`config.mk`:
```
export PLATFORM = sky130hd
export DESIGN_NAME = bsg_frame_serializer
export DESIGN_NICKNAME = d
export VERILOG_FILES = /design/src/rtl/bsg_frame_serializer.sv
export SDC_FILE = /design/constraint.sdc
export NUM_CORES = 1
export LEC_CHECK = 0
export CORE_MARGIN = 5
export CORE_UTILIZATION = 35
export CTS_CLUSTER_DIAMETER = 120
export DETAILED_ROUTE_END_ITERATION = 8
export PLACE_DENSITY = 0.64
export SYNTH_ARGS = -nofsm -noshare
export SYNTH_HDL_FRONTEND = slang
export SYNTH_SLANG_ARGS = --single-unit
export TNS_END_PERCENT = 1
```
`constraint.sdc`:
```
create_clock -name G_CLK_TX -period 5 [get_ports G_CLK_TX]
set_input_delay 1.5 -clock G_CLK_TX [delete_from_list [all_inputs] [get_ports G_CLK_TX]]
set_output_delay 1.5 -clock G_CLK_TX [all_outputs]
set_load 0.03 [all_outputs]
```
`src/rtl/bsg_frame_serializer.sv`:
```
// bsg_frame_serializer: snapshots the control word and two data words on a send
// request, then shifts them out as UART-style frames on an idle-high line.
// Optional even-parity bit per word is compiled in when BSG_PARITY_EN is defined.
module bsg_frame_serializer #(
    parameter int DATA_WIDTH = 8,
    parameter int CLK_DIV    = 4
) (
    input  logic                  G_CLK_TX,
    input  logic                  rst,
    input  logic                  CTRL_VALID,
    input  logic [DATA_WIDTH-1:0] CTRL_IN,
    input  logic [DATA_WIDTH-1:0] DATA0_IN,
    input  logic [DATA_WIDTH-1:0] DATA1_IN,
    output logic                  TX_BIT,
    output logic                  TX_EN,
    output logic                  BUSY,
    output logic                  DONE
);

    localparam int IDX_W = $clog2(DATA_WIDTH) + 1;
    localparam logic [7:0]       LP_CNT_MAX  = 8'(CLK_DIV - 1);
    localparam logic [IDX_W-1:0] LP_IDX_LAST = IDX_W'(DATA_WIDTH - 1);

    typedef enum logic [2:0] {
        S_IDLE,
        S_START,
        S_DATA,
`ifdef BSG_PARITY_EN
        S_PARITY,
`endif
        S_STOP
    } state_t;

    state_t                r_state, w_state_d;
    logic [7:0]            r_cnt, w_cnt_d;
    logic [IDX_W-1:0]      r_idx, w_idx_d;
    logic                  r_word, w_word_d;
    logic                  r_send_both, r_msb_first;
    logic [DATA_WIDTH-1:0] r_data0, r_data1;
    logic                  r_tx_bit, r_tx_en, r_busy, r_done;

    logic                  w_accept, w_period_end, w_done_d, w_tx_bit_d;
    logic [DATA_WIDTH-1:0] w_word_sel, w_shift;
    logic [IDX_W-1:0]      w_sel_idx;
    logic                  w_unused_ctrl;

    // Only START/SEND_BOTH/MSB_FIRST are meaningful; the rest are dropped.
    assign w_unused_ctrl = ^CTRL_IN[DATA_WIDTH-1:3];

    assign w_accept     = CTRL_VALID & CTRL_IN[0] & ~r_busy;
    assign w_period_end = (r_cnt == LP_CNT_MAX);

    // Next-state logic: bit-period counter, bit index, word select and FSM.
    always_comb begin
        w_state_d = r_state;
        w_cnt_d   = r_cnt;
        w_idx_d   = r_idx;
        w_word_d  = r_word;
        w_done_d  = 1'b0;
        if (r_state != S_IDLE) begin
            w_cnt_d = w_period_end ? 8'd0 : r_cnt + 8'd1;
        end
        case (r_state)
            S_IDLE: begin
                if (w_accept) begin
                    w_state_d = S_START;
                    w_cnt_d   = 8'd0;
                    w_idx_d   = '0;
                    w_word_d  = 1'b0;
                end
            end
            S_START: begin
                if (w_period_end) begin
                    w_state_d = S_DATA;
                    w_idx_d   = '0;
                end
            end
            S_DATA: begin
                if (w_period_end) begin
                    if (r_idx == LP_IDX_LAST) begin
                        w_idx_d   = '0;
`ifdef BSG_PARITY_EN
                        w_state_d = S_PARITY;
`else
                        w_state_d = S_STOP;
`endif
                    end else begin
                        w_idx_d = r_idx + 1'b1;
                    end
                end
            end
`ifdef BSG_PARITY_EN
            S_PARITY: begin
                if (w_period_end) begin
                    w_state_d = S_STOP;
                end
            end
`endif
            S_STOP: begin
                if (w_period_end) begin
                    if (r_send_both && !r_word) begin
                        w_state_d = S_START;
                        w_word_d  = 1'b1;
                    end else begin
                        w_state_d = S_IDLE;
                        w_done_d  = 1'b1;
                    end
                end
            end
            default: w_state_d = S_IDLE;
        endcase
    end

    // Line value for the upcoming cycle, derived from next state so outputs stay registered.
    always_comb begin
        w_word_sel = w_word_d ? r_data1 : r_data0;
        w_sel_idx  = r_msb_first ? (LP_IDX_LAST - w_idx_d) : w_idx_d;
        w_shift    = w_word_sel >> w_sel_idx;
        w_tx_bit_d = 1'b1;
        case (w_state_d)
            S_START:  w_tx_bit_d = 1'b0;
            S_DATA:   w_tx_bit_d = w_shift[0];
`ifdef BSG_PARITY_EN
            S_PARITY: w_tx_bit_d = ^w_word_sel;
`endif
            default:  w_tx_bit_d = 1'b1;
        endcase
    end

    // FSM state and counters.
    always_ff @(posedge G_CLK_TX) begin
        if (rst) begin
            r_state <= S_IDLE;
            r_cnt   <= 8'd0;
            r_idx   <= '0;
            r_word  <= 1'b0;
        end else begin
            r_state <= w_state_d;
            r_cnt   <= w_cnt_d;
            r_idx   <= w_idx_d;
            r_word  <= w_word_d;
        end
    end

    // Shadow copies of the request, frozen for the whole transfer.
    always_ff @(posedge G_CLK_TX) begin
        if (rst) begin
            r_send_both <= 1'b0;
            r_msb_first <= 1'b0;
            r_data0     <= '0;
            r_data1     <= '0;
        end else if (w_accept) begin
            r_send_both <= CTRL_IN[1];
            r_msb_first <= CTRL_IN[2];
            r_data0     <= DATA0_IN;
            r_data1     <= DATA1_IN;
        end
    end

    // Registered outputs.
    always_ff @(posedge G_CLK_TX) begin
        if (rst) begin
            r_tx_bit <= 1'b1;
            r_tx_en  <= 1'b0;
            r_busy   <= 1'b0;
            r_done   <= 1'b0;
        end else begin
            r_tx_bit <= w_tx_bit_d;
            r_tx_en  <= (w_state_d != S_IDLE);
            r_busy   <= (w_state_d != S_IDLE);
            r_done   <= w_done_d;
        end
    end

    assign TX_BIT = r_tx_bit;
    assign TX_EN  = r_tx_en;
    assign BUSY   = r_busy;
    assign DONE   = r_done;

endmodule

```
==> results.py, run 1 <==
metrics = {
    "setup_path": {
        "max_stage_delay_ps": 620,
        "critPathKind": "in2reg",
        "r2r_start": "r_cnt[0]",
        "crit_family": "multiplexers",
        "required_ps": 5170,
        "path_cells": "clkdlybuf4s50_1 > and3b_1 > nand2_1 > a32oi_2 > xnor2_1 > mux4_1 > mux4_2 > a311o_1",
        "cp-start-kind": "input pin",
        "worstPathArrival_ps": 4320,
        "crit_start": "CTRL_IN[0]",
        "worst-path-buf-inv": 1,
        "slowest_stage": "mux4_1",
        "cp_max_fo": 5,
        "cp-end-kind": "register",
    },
    "worst_hold_path": {
        "worstHoldStart": "r_data0[3]",
        "hold_class": "reg2reg",
    },
    "grt": {
        "grt-ovfl-total": 0,
        "grt_pass1_vias": 1303,
        "grtUsageTotal_pct": 11.19,
        "grt_antenna_before_repair": 0,
        "grt_max_degree": 28,
        "grt_pass1_wl_mm": 5.520,
    },
    "detailed_routing": {
        "wl_mm": 3.217,
        "wl_per_cell_um": 11.87,
        "route.antenna.remaining_nets": 0,
        "via_per_inst": 4.956,
        "drt_iter0_drc": 105,
        "vias": 1343,
        "drc": 0,
        "first_pass_iters": 4,
    },
    "clocking": {
        "path_clk_slew_ps": 80,
        "cts_tree": "built",
        "cts_resized": 0,
        "ctsHoldBuffers": 0,
        "cts_buffer_depth": 2,
        "clock-sinks": 37,
        "cts_root_buf": "clkbuf_8",
        "clock_latency_ps": 290,
        "numCtsBuffers": 5,
        "htreeDepth": 2,
        "post_cts_buffers": 0,
    },
    "yosys": {
        "synthTopCellsByArea": "dfxtp_1 (44%), nand2_1 (10%), a21oi_1 (7.4%), mux4_1 (4.7%), xor2_1 (4.2%)",
        "synth_top_area_cell": "dfxtp_1",
        "yosysTopAreaCellShare_pct": 43.95,
        "synth-xor-area-share_pct": 5.716,
        "synth-edff-count": 0,
        "synth_mux_area_share_pct": 7.350,
        "synth_nets": 220,
        "postSynthAreaPerCell_um2": 8.824,
        "synth_fa_ha_area_share_pct": 1.485,
        "yosys_register_bits": 37,
        "syn_area_um2": 1685,
        "synth_compound_area_share_pct": 11.43,
        "yosys.area_share.simple_pct": 26.80,
        "synth_top_family_by_area": "simple AND/OR/NAND/NOR gates",
        "syn_inst": 191,
        "async_flop_share_pct": 0,
        "synthDistinctLibCells": 39,
        "synthFlopType": "dfxtp_1",
        "ys_warn_count": 0,
        "yosysSeqAreaShare_pct": 43.95,
    },
    "timing": {
        "fin_tns_setup_ps": 0,
        "finalHoldViolations": 0,
        "period_share_pct": 83.03,
        "tightest_slew_ps": 677.1,
        "drv_slew": 0,
        "rsz0062_at_grt": "no",
        "fmax_mhz": 240.9,
        "maxSlewHeadroom_pct": 54.38,
        "setup_viol": 0,
        "clock_skew_ps": 7.403,
        "min_period_ps": 4152,
    },
    "place": {
        "io_buffers": 25,
        "placed_area_um2": 1978,
        "gp_congestion": 0.8224,
        "dp_hpwl_mm": 2.321,
    },
    "status": {
        "status": "complete, no violations",
    },
    "power_and_ir_drop": {
        "vdd_drop_max_v": 0.0001600,
        "powerDensity_nw_per_um2": 302.5,
        "p_leak_nw": 0.7582,
    },
    "job": {
        "cap_violations": 0,
    },
    "floorplanning": {
        "die_y_um": 79.39,
        "coreArea_um2": 4692,
        "die_w_um": 79.39,
        "io_pins": 31,
        "num_rows": 25,
        "die_area_um2": 6303,
        "floorplan.initialDensity_pct": 35.92,
    },
    "finish": {
        "n_antenna_cell": 0,
        "final_common_cell": "nand2_1",
        "fin_nets": 245,
        "layout_common_cells": "nand2_1 (45), dfxtp_1 (37), a21oi_1 (25), clkdlybuf4s50_1 (25), nor2_1 (14)",
        "fin_area_um2": 2098,
        "area_growth_pct": 24.50,
        "drive_above_1_share_pct": 8.756,
    },
}
state kept, by name (all words and copies together), names as in the netlist, 3 cells and up:
name / flops
r_cnt: 8
r_data0: 8
r_idx: 4
r_state: 3
r_data1: 8
through the flow:
step	setup WS (ps)	instances	total power [mW]	hold slack (ps)	utilization [%]
after floorplan	1133	191	0.3477	431.5	-
after global placement	562.4	263	0.3724	438.4	42.16
after detailed placement	525.2	263	0.3729	443.8	42.16
after CTS	823.4	271	0.6472	454.7	44.72
after global routing	751.5	271	0.6625	482.5	44.72
final	848.3	271	0.6348	452.8	44.72
kinds of logic after synthesis:
family,count (synthesis)
buf+inv,11
fa+ha+maj,2
flops,37
simple gates,91
mux,5
compound gates,33
other cells,1
xor+xnor,11
final timing paths:
path	slack [ps]	end	cells after the start
max	850	TX_BIT	8
min	450	r_data0[3]	2
max reg2reg	1560	TX_BIT	8
min reg2reg	450	r_data0[3]	2
layer usage:
metal / GRT usage, % / up-vias / part of all wire [%]
li1: - / 709 / -
met1: 12.14 / 602 / 45
met2: 19.61 / 26 / 48
met3: 4.063 / 6 / 5.8
met4: 4.639 / 0 / 1.6
met5: 0 / - / 0
Yosys cell counts, types with 2 or more instances:
| cell | n |
|---|---|
| clkbuf_1 | 5 |
| mux4_2 | 2 |
| nand3_1 | 5 |
| nand4_1 | 2 |
| buf_4 | 2 |
| o21ai_0 | 2 |
| buf_2 | 2 |
| dfxtp_1 | 37 |
| a21oi_1 | 25 |
| mux4_1 | 3 |
| nor2_1 | 14 |
| xor2_1 | 8 |
| ha_1 | 2 |
| nor3_1 | 5 |
| nand3b_1 | 4 |
| nor3_2 | 2 |
| xnor2_1 | 3 |
| nand2_1 | 45 |
| and3_1 | 2 |
| and2_1 | 2 |
final cells by class:
type                       count  area [um2]
sequential                    37       740.7
inverter                       1       3.754
clock buffer                   6       82.58
clock inverter                 2       37.54
fill                         483        2594
timing repair buffer          28       272.8
tap                           54       67.56
multi-input combinational    143       893.4
where the power goes:
group,switching [mW],internal (mW)
combinational,0.0246,0.0307
sequential,0.00633,0.304
clock,0.107,0.162
total,0.138,0.496
worst register-to-register path: cells and delay by family, from the launching register on:
family | cells | cell delay (ps)
multiplexers | 2 | 1080
AO/OA/AOI/OAI | 2 | 920
AND/OR/NAND/NOR | 3 | 680
flip-flops | 1 | 390
adder cells (fa/ha/maj) | 1 | 250
Power figures use the tool's default switching activity.
==> inputs of run 2 (changes only) <==
==> constraint.sdc (replaced) <==
create_clock -name G_CLK_TX -period 4.1 [get_ports G_CLK_TX]
set_input_delay 1.23 -clock G_CLK_TX [delete_from_list [all_inputs] [get_ports G_CLK_TX]]
set_output_delay 1.23 -clock G_CLK_TX [all_outputs]
set_load 0.03 [all_outputs]
==> run 2 against run 1 <==
Against the previous run: non-clock buffer count up 2; final cell count up 0.74%; clock-buffer cell count shrank 1; utilization fell by 0.29 points; largest power group unchanged; critical path type unchanged; power up 10%; worst setup slack worse by 540 ps; design area shrank 0.66%; largest cell class unchanged.
==> results.py, run 2 (synthesized netlist as in run 1, its figures left out) <==
metrics = {
    "place": {
        "pre_cts_slack_ps": -6.745,
        "dp.cells": 265,
        "dp_hpwl_mm": 2.418,
        "gp_congestion": 0.8118,
        "io_buffers": 25,
        "placed_area_um2": 1993,
    },
    "finish": {
        "final_common_cell": "nand2_1",
        "top_regs": "r_cnt x8, r_data0 x8, r_data1 x8",
        "layout.cells.non_filler": 273,
        "post-route-util_pct": 44.43,
        "area_growth_pct": 23.68,
        "fill_cells": 476,
        "fin_area_um2": 2085,
        "drive_above_1_share_pct": 9.589,
        "n_antenna_cell": 0,
        "fin_nets": 247,
        "layout_common_cells": "nand2_1 (45), dfxtp_1 (37), a21oi_1 (25), clkdlybuf4s50_1 (25), nor2_1 (14)",
    },
    "timing": {
        "setup_viol": 0,
        "rsz0062_at_grt": "no",
        "hold_slack_ps": 454.1,
        "fmax_mhz": 263.8,
        "drv_slew": 0,
        "period_share_pct": 92.47,
        "tightest_slew_ps": 502.7,
        "fin_tns_setup_ps": 0,
        "setup_ws_ps": 308.9,
        "finalHoldViolations": 0,
        "min_period_ps": 3791,
        "maxSlewHeadroom_pct": 66.25,
        "clock_skew_ps": 11.47,
    },
    "grt": {
        "grt_antenna_before_repair": 0,
        "grtUsageTotal_pct": 10.83,
        "grt-ovfl-total": 0,
        "grt_max_degree": 22,
        "grt_pass1_vias": 1276,
        "grt_pass1_wl_mm": 5.430,
    },
    "detailed_routing": {
        "first_pass_iters": 4,
        "drt_iter0_drc": 115,
        "wl_mm": 3.214,
        "route.antenna.remaining_nets": 0,
        "wl_per_cell_um": 11.77,
        "vias": 1335,
        "drc": 0,
        "via_per_inst": 4.890,
    },
    "setup_path": {
        "worstPathArrival_ps": 3960,
        "crit_family": "multiplexers",
        "worst-path-buf-inv": 1,
        "critPathKind": "in2reg",
        "required_ps": 4270,
        "cp-end-kind": "register",
        "path_cells": "clkdlybuf4s50_1 > and3b_1 > nand2_1 > a32oi_2 > xnor2_1 > mux4_1 > mux4_2 > a311o_1",
        "r2r_slack_ps": 810,
        "max_stage_delay_ps": 620,
        "cp_max_fo": 4,
        "cp-start-kind": "input pin",
        "slowest_stage": "mux4_1",
    },
    "clocking": {
        "clock_latency_ps": 290,
        "cts_tree": "built",
        "htreeDepth": 2,
        "numCtsBuffers": 5,
        "cts_resized": 0,
        "path_clk_slew_ps": 70,
        "clock-sinks": 37,
        "cts_buffer_depth": 2,
        "cts_root_buf": "clkbuf_8",
        "ctsHoldBuffers": 0,
        "post_cts_buffers": 0,
    },
    "status": {
        "status": "complete, no violations",
    },
    "floorplanning": {
        "num_rows": 25,
        "io_pins": 31,
        "coreArea_um2": 4692,
        "die_w_um": 79.39,
        "die_area_um2": 6303,
        "die_y_um": 79.39,
        "floorplan.initialDensity_pct": 35.92,
    },
    "power_and_ir_drop": {
        "p_leak_nw": 0.7586,
        "finalPower_mw": 0.6986,
        "vdd_drop_max_v": 0.0001798,
        "powerDensity_nw_per_um2": 335.2,
    },
    "job": {
        "cap_violations": 0,
    },
    "worst_hold_path": {
        "hold_class": "reg2reg",
    },
}
## run 2: cell count changes in the layout (fill, tap and decap cells not counted), sizes merged
cell | previous run | this run
clkinv | 0 | 3
bufinv | 1 | 0
clkbuf | 6 | 5
clkinvlp | 1 | 0
buf | 3 | 5
## run 2: final cells by class
type	count	area [um2]	area share (%)
clock buffers	5	68.82	3.301
repair buffers	30	287.8	13.81
clock inverters	3	22.52	1.080
flip-flops and latches	37	740.7	35.53
multi-input cells	143	893.4	42.86
well taps	54	67.56	3.241
inverters	1	3.754	0.1801
## run 2: final timing paths
path | cells after the start | startpoint | end
setup / recovery | 8 | CTRL_IN[0] | TX_BIT
setup reg to reg | 8 | r_cnt[0] | TX_BIT
hold reg to reg | 2 | r_data0[0] | r_data0[0]
hold / removal | 2 | r_data0[0] | r_data0[0]
## run 2: power breakdown
group / internal (mW) / switching [mW] / leakage (nW)
Clock: 0.120 / 0.132 / 0.0481
Sequential: 0.370 / 0.00767 / 0.301
Combinational: 0.0380 / 0.0304 / 0.410
Total: 0.529 / 0.170 / 0.759
## run 2: layer usage
layer  share of wire (%)  vias up  track usage (%)
met4                 1.8        0            4.639
li1                    -      708                -
met1                  45      595            12.21
met5                   0        -                0
met2                  48       24            18.60
met3                 5.2        8            3.612
## run 2: worst reg2reg max path: stages, from the launching register on
cell and delay (ps):
dfxtp_1 400, ha_1 240, nor4b_4 290, and3_1 280, a32oi_2 90, xnor2_1 440
mux4_1 620, mux4_2 490, a311o_1 330
==> inputs of run 3 (changes only) <==
--- a/config.mk
+++ b/config.mk
@@ -9,7 +9,8 @@
 export CORE_UTILIZATION = 35
 export CTS_CLUSTER_DIAMETER = 120
 export DETAILED_ROUTE_END_ITERATION = 8
-export PLACE_DENSITY = 0.64
+export PLACE_DENSITY = 0.66
+export RECOVER_POWER = 100
 export SYNTH_ARGS = -nofsm -noshare
 export SYNTH_HDL_FRONTEND = slang
 export SYNTH_SLANG_ARGS = --single-unit
==> constraint.sdc (replaced) <==
create_clock -name G_CLK_TX -period 3.1 [get_ports G_CLK_TX]
set_input_delay 0.93 -clock G_CLK_TX [delete_from_list [all_inputs] [get_ports G_CLK_TX]]
set_output_delay 0.93 -clock G_CLK_TX [all_outputs]
set_load 0.03 [all_outputs]
==> run 3 against run 2 <==
Against the previous run: register-to-register slack got worse by 590 ps; flip-flop and latch count stayed put; clock-buffer cell count rose by 1; utilization rose by 2.3 points; first-iteration DRC count shrank 25%; highest routed layer unchanged.
==> results.py, run 3 (synthesized netlist as in run 1, its figures left out) <==
metrics = {
    "setup_path": {
        "critPathKind": "in2reg",
        "cp_max_fo": 4,
        "crit_start": "CTRL_IN[0]",
        "reg2reg_depth": 8,
        "worstPathArrival_ps": 3150,
        "cp-end-kind": "register",
        "required_ps": 3290,
        "r2r_start": "r_cnt[0]",
        "r2r_slack_ps": 220,
        "r2r-end": "TX_BIT",
        "cp-start-kind": "input pin",
    },
    "finish": {
        "area_growth_pct": 29.99,
        "n_antenna_cell": 0,
        "top_regs": "r_cnt x8, r_data0 x8, r_data1 x8",
        "fin_nets": 258,
        "final_common_cell": "nand2_1",
        "layout_common_cells": "nand2_1 (44), dfxtp_1 (35), a21oi_1 (25)",
        "post-route-util_pct": 46.69,
        "drive_above_1_share_pct": 15.65,
        "fill_cells": 474,
        "fin_area_um2": 2191,
    },
    "detailed_routing": {
        "drc": 0,
        "vias": 1388,
        "route.antenna.remaining_nets": 0,
        "drt_iter0_drc": 86,
        "via_per_inst": 4.887,
        "wl_mm": 3.468,
        "first_pass_iters": 4,
        "wl_per_cell_um": 12.21,
    },
    "worst_hold_path": {
        "hold_class": "reg2reg",
        "min_delay_path_depth": 2,
        "worstHoldStart": "r_data0[6]",
        "hold_path_end": "r_data0[6]",
    },
    "grt": {
        "grt_max_degree": 21,
        "grt_antenna_before_repair": 0,
        "grtUsageTotal_pct": 12.15,
        "met2_usage_pct": 20.88,
        "gr-usage-met1_pct": 13.50,
        "top_usage_layer": "met2",
        "grt_pass1_wl_mm": 5.851,
        "met3_usage_pct": 3.725,
        "grt_pass1_vias": 1353,
        "grt-ovfl-total": 0,
    },
    "floorplanning": {
        "coreArea_um2": 4692,
        "io_pins": 31,
        "floorplan.initialDensity_pct": 35.92,
        "die_y_um": 79.39,
        "die_w_um": 79.39,
        "die_area_um2": 6303,
        "num_rows": 25,
    },
    "clocking": {
        "cts_root_buf": "clkbuf_8",
        "cts_tree": "built",
        "path_clk_slew_ps": 70,
        "ctsHoldBuffers": 0,
        "clock_latency_ps": 290,
        "numCtsBuffers": 5,
        "cts_buffer_depth": 2,
        "htreeDepth": 2,
        "clock-sinks": 37,
    },
    "timing": {
        "hold_slack_ps": 456.3,
        "fin_tns_setup_ps": 0,
        "period_share_pct": 95.50,
        "setup_ws_ps": 139.5,
        "min_period_ps": 2961,
        "maxSlewHeadroom_pct": 43.01,
        "tightest_slew_ps": 854.8,
        "clock_skew_ps": 6.298,
        "fmax_mhz": 337.8,
        "setup_viol": 0,
        "finalHoldViolations": 0,
        "rsz0062_at_grt": "no",
        "drv_slew": 0,
    },
    "place": {
        "io_buffers": 25,
        "gp_congestion": 0.7593,
        "dp_hpwl_mm": 2.595,
        "pre_cts_slack_ps": -481.6,
        "placed_area_um2": 2057,
    },
    "power_and_ir_drop": {
        "p_leak_nw": 0.8064,
        "powerDensity_nw_per_um2": 427.1,
        "vdd_drop_max_v": 0.0003101,
    },
    "job": {
        "cap_violations": 0,
    },
    "status": {
        "status": "complete, no violations",
    },
}
==> run 3: cell count changes in the layout (fill, tap and decap cells not counted), moves of 3 or more <==
cell             before  now
clkbuf_1              0    4
buf_4                 5   13
dlygate4sd3_1         0    5
clkdlybuf4s50_1      25   18
mux4_1                3    0
mux4_2                2    5
==> run 3: report_power, final <==
group	switching (mW)	leakage [nW]	internal, mW	total (mW)
combinational	0.0444	0.467	0.0562	0.101
clock	0.176	0.0374	0.158	0.334
sequential	0.0109	0.302	0.490	0.501
total	0.231	0.806	0.705	0.936
==> run 3: cell type report <==
type | count | area, um2 | share of cell area [%]
sequential | 37 | 743.2 | 33.92
clock buffer | 6 | 72.57 | 3.312
tap | 54 | 67.56 | 3.084
multi-input combinational | 143 | 932.1 | 42.55
timing repair buffer | 41 | 356.6 | 16.28
inverter | 1 | 3.754 | 0.1713
clock inverter | 2 | 15.01 | 0.6853
==> run 3: worst max-delay path, cell delays in order <==
cell and delay (ps):
dlygate4sd2_1 210, and3b_1 230, nand2_4 70, a32oi_4 260
xnor2_4 190, mux4_2 520, mux4_2 470, a311o_1 260
==> run 3: how the worst max path moves through the flow <==
stage / to / slack [ps]
final: TX_BIT / 140
after global routing: TX_BIT / 20
after CTS: TX_BIT / 40
after detailed placement: TX_BIT / -480
after global placement: TX_BIT / -460
after floorplan: TX_BIT / 10
==> run 3: metrics by stage <==
step	total power, mW	cells
2_1_floorplan	0.5642	191
3_3_place_gp	0.6092	273
3_5_place_dp	0.6106	273
4_1_cts	0.9454	281
5_1_grt	0.9814	284
6_report	0.9357	284
==> run 3: metal layers <==
metal	vias to the layer above	part of all wire, %
met5	-	0
met4	0	2.0
met3	7	5.6
met2	29	49
met1	621	43
li1	731	-
==> run 3: what timing repair did <==
item | in CTS | in global routing
resized for setup | 5 | 5
endpoints found under the setup margin | 1 | 1
setup buffers | 0 | 3
pin swaps | 4 | 5
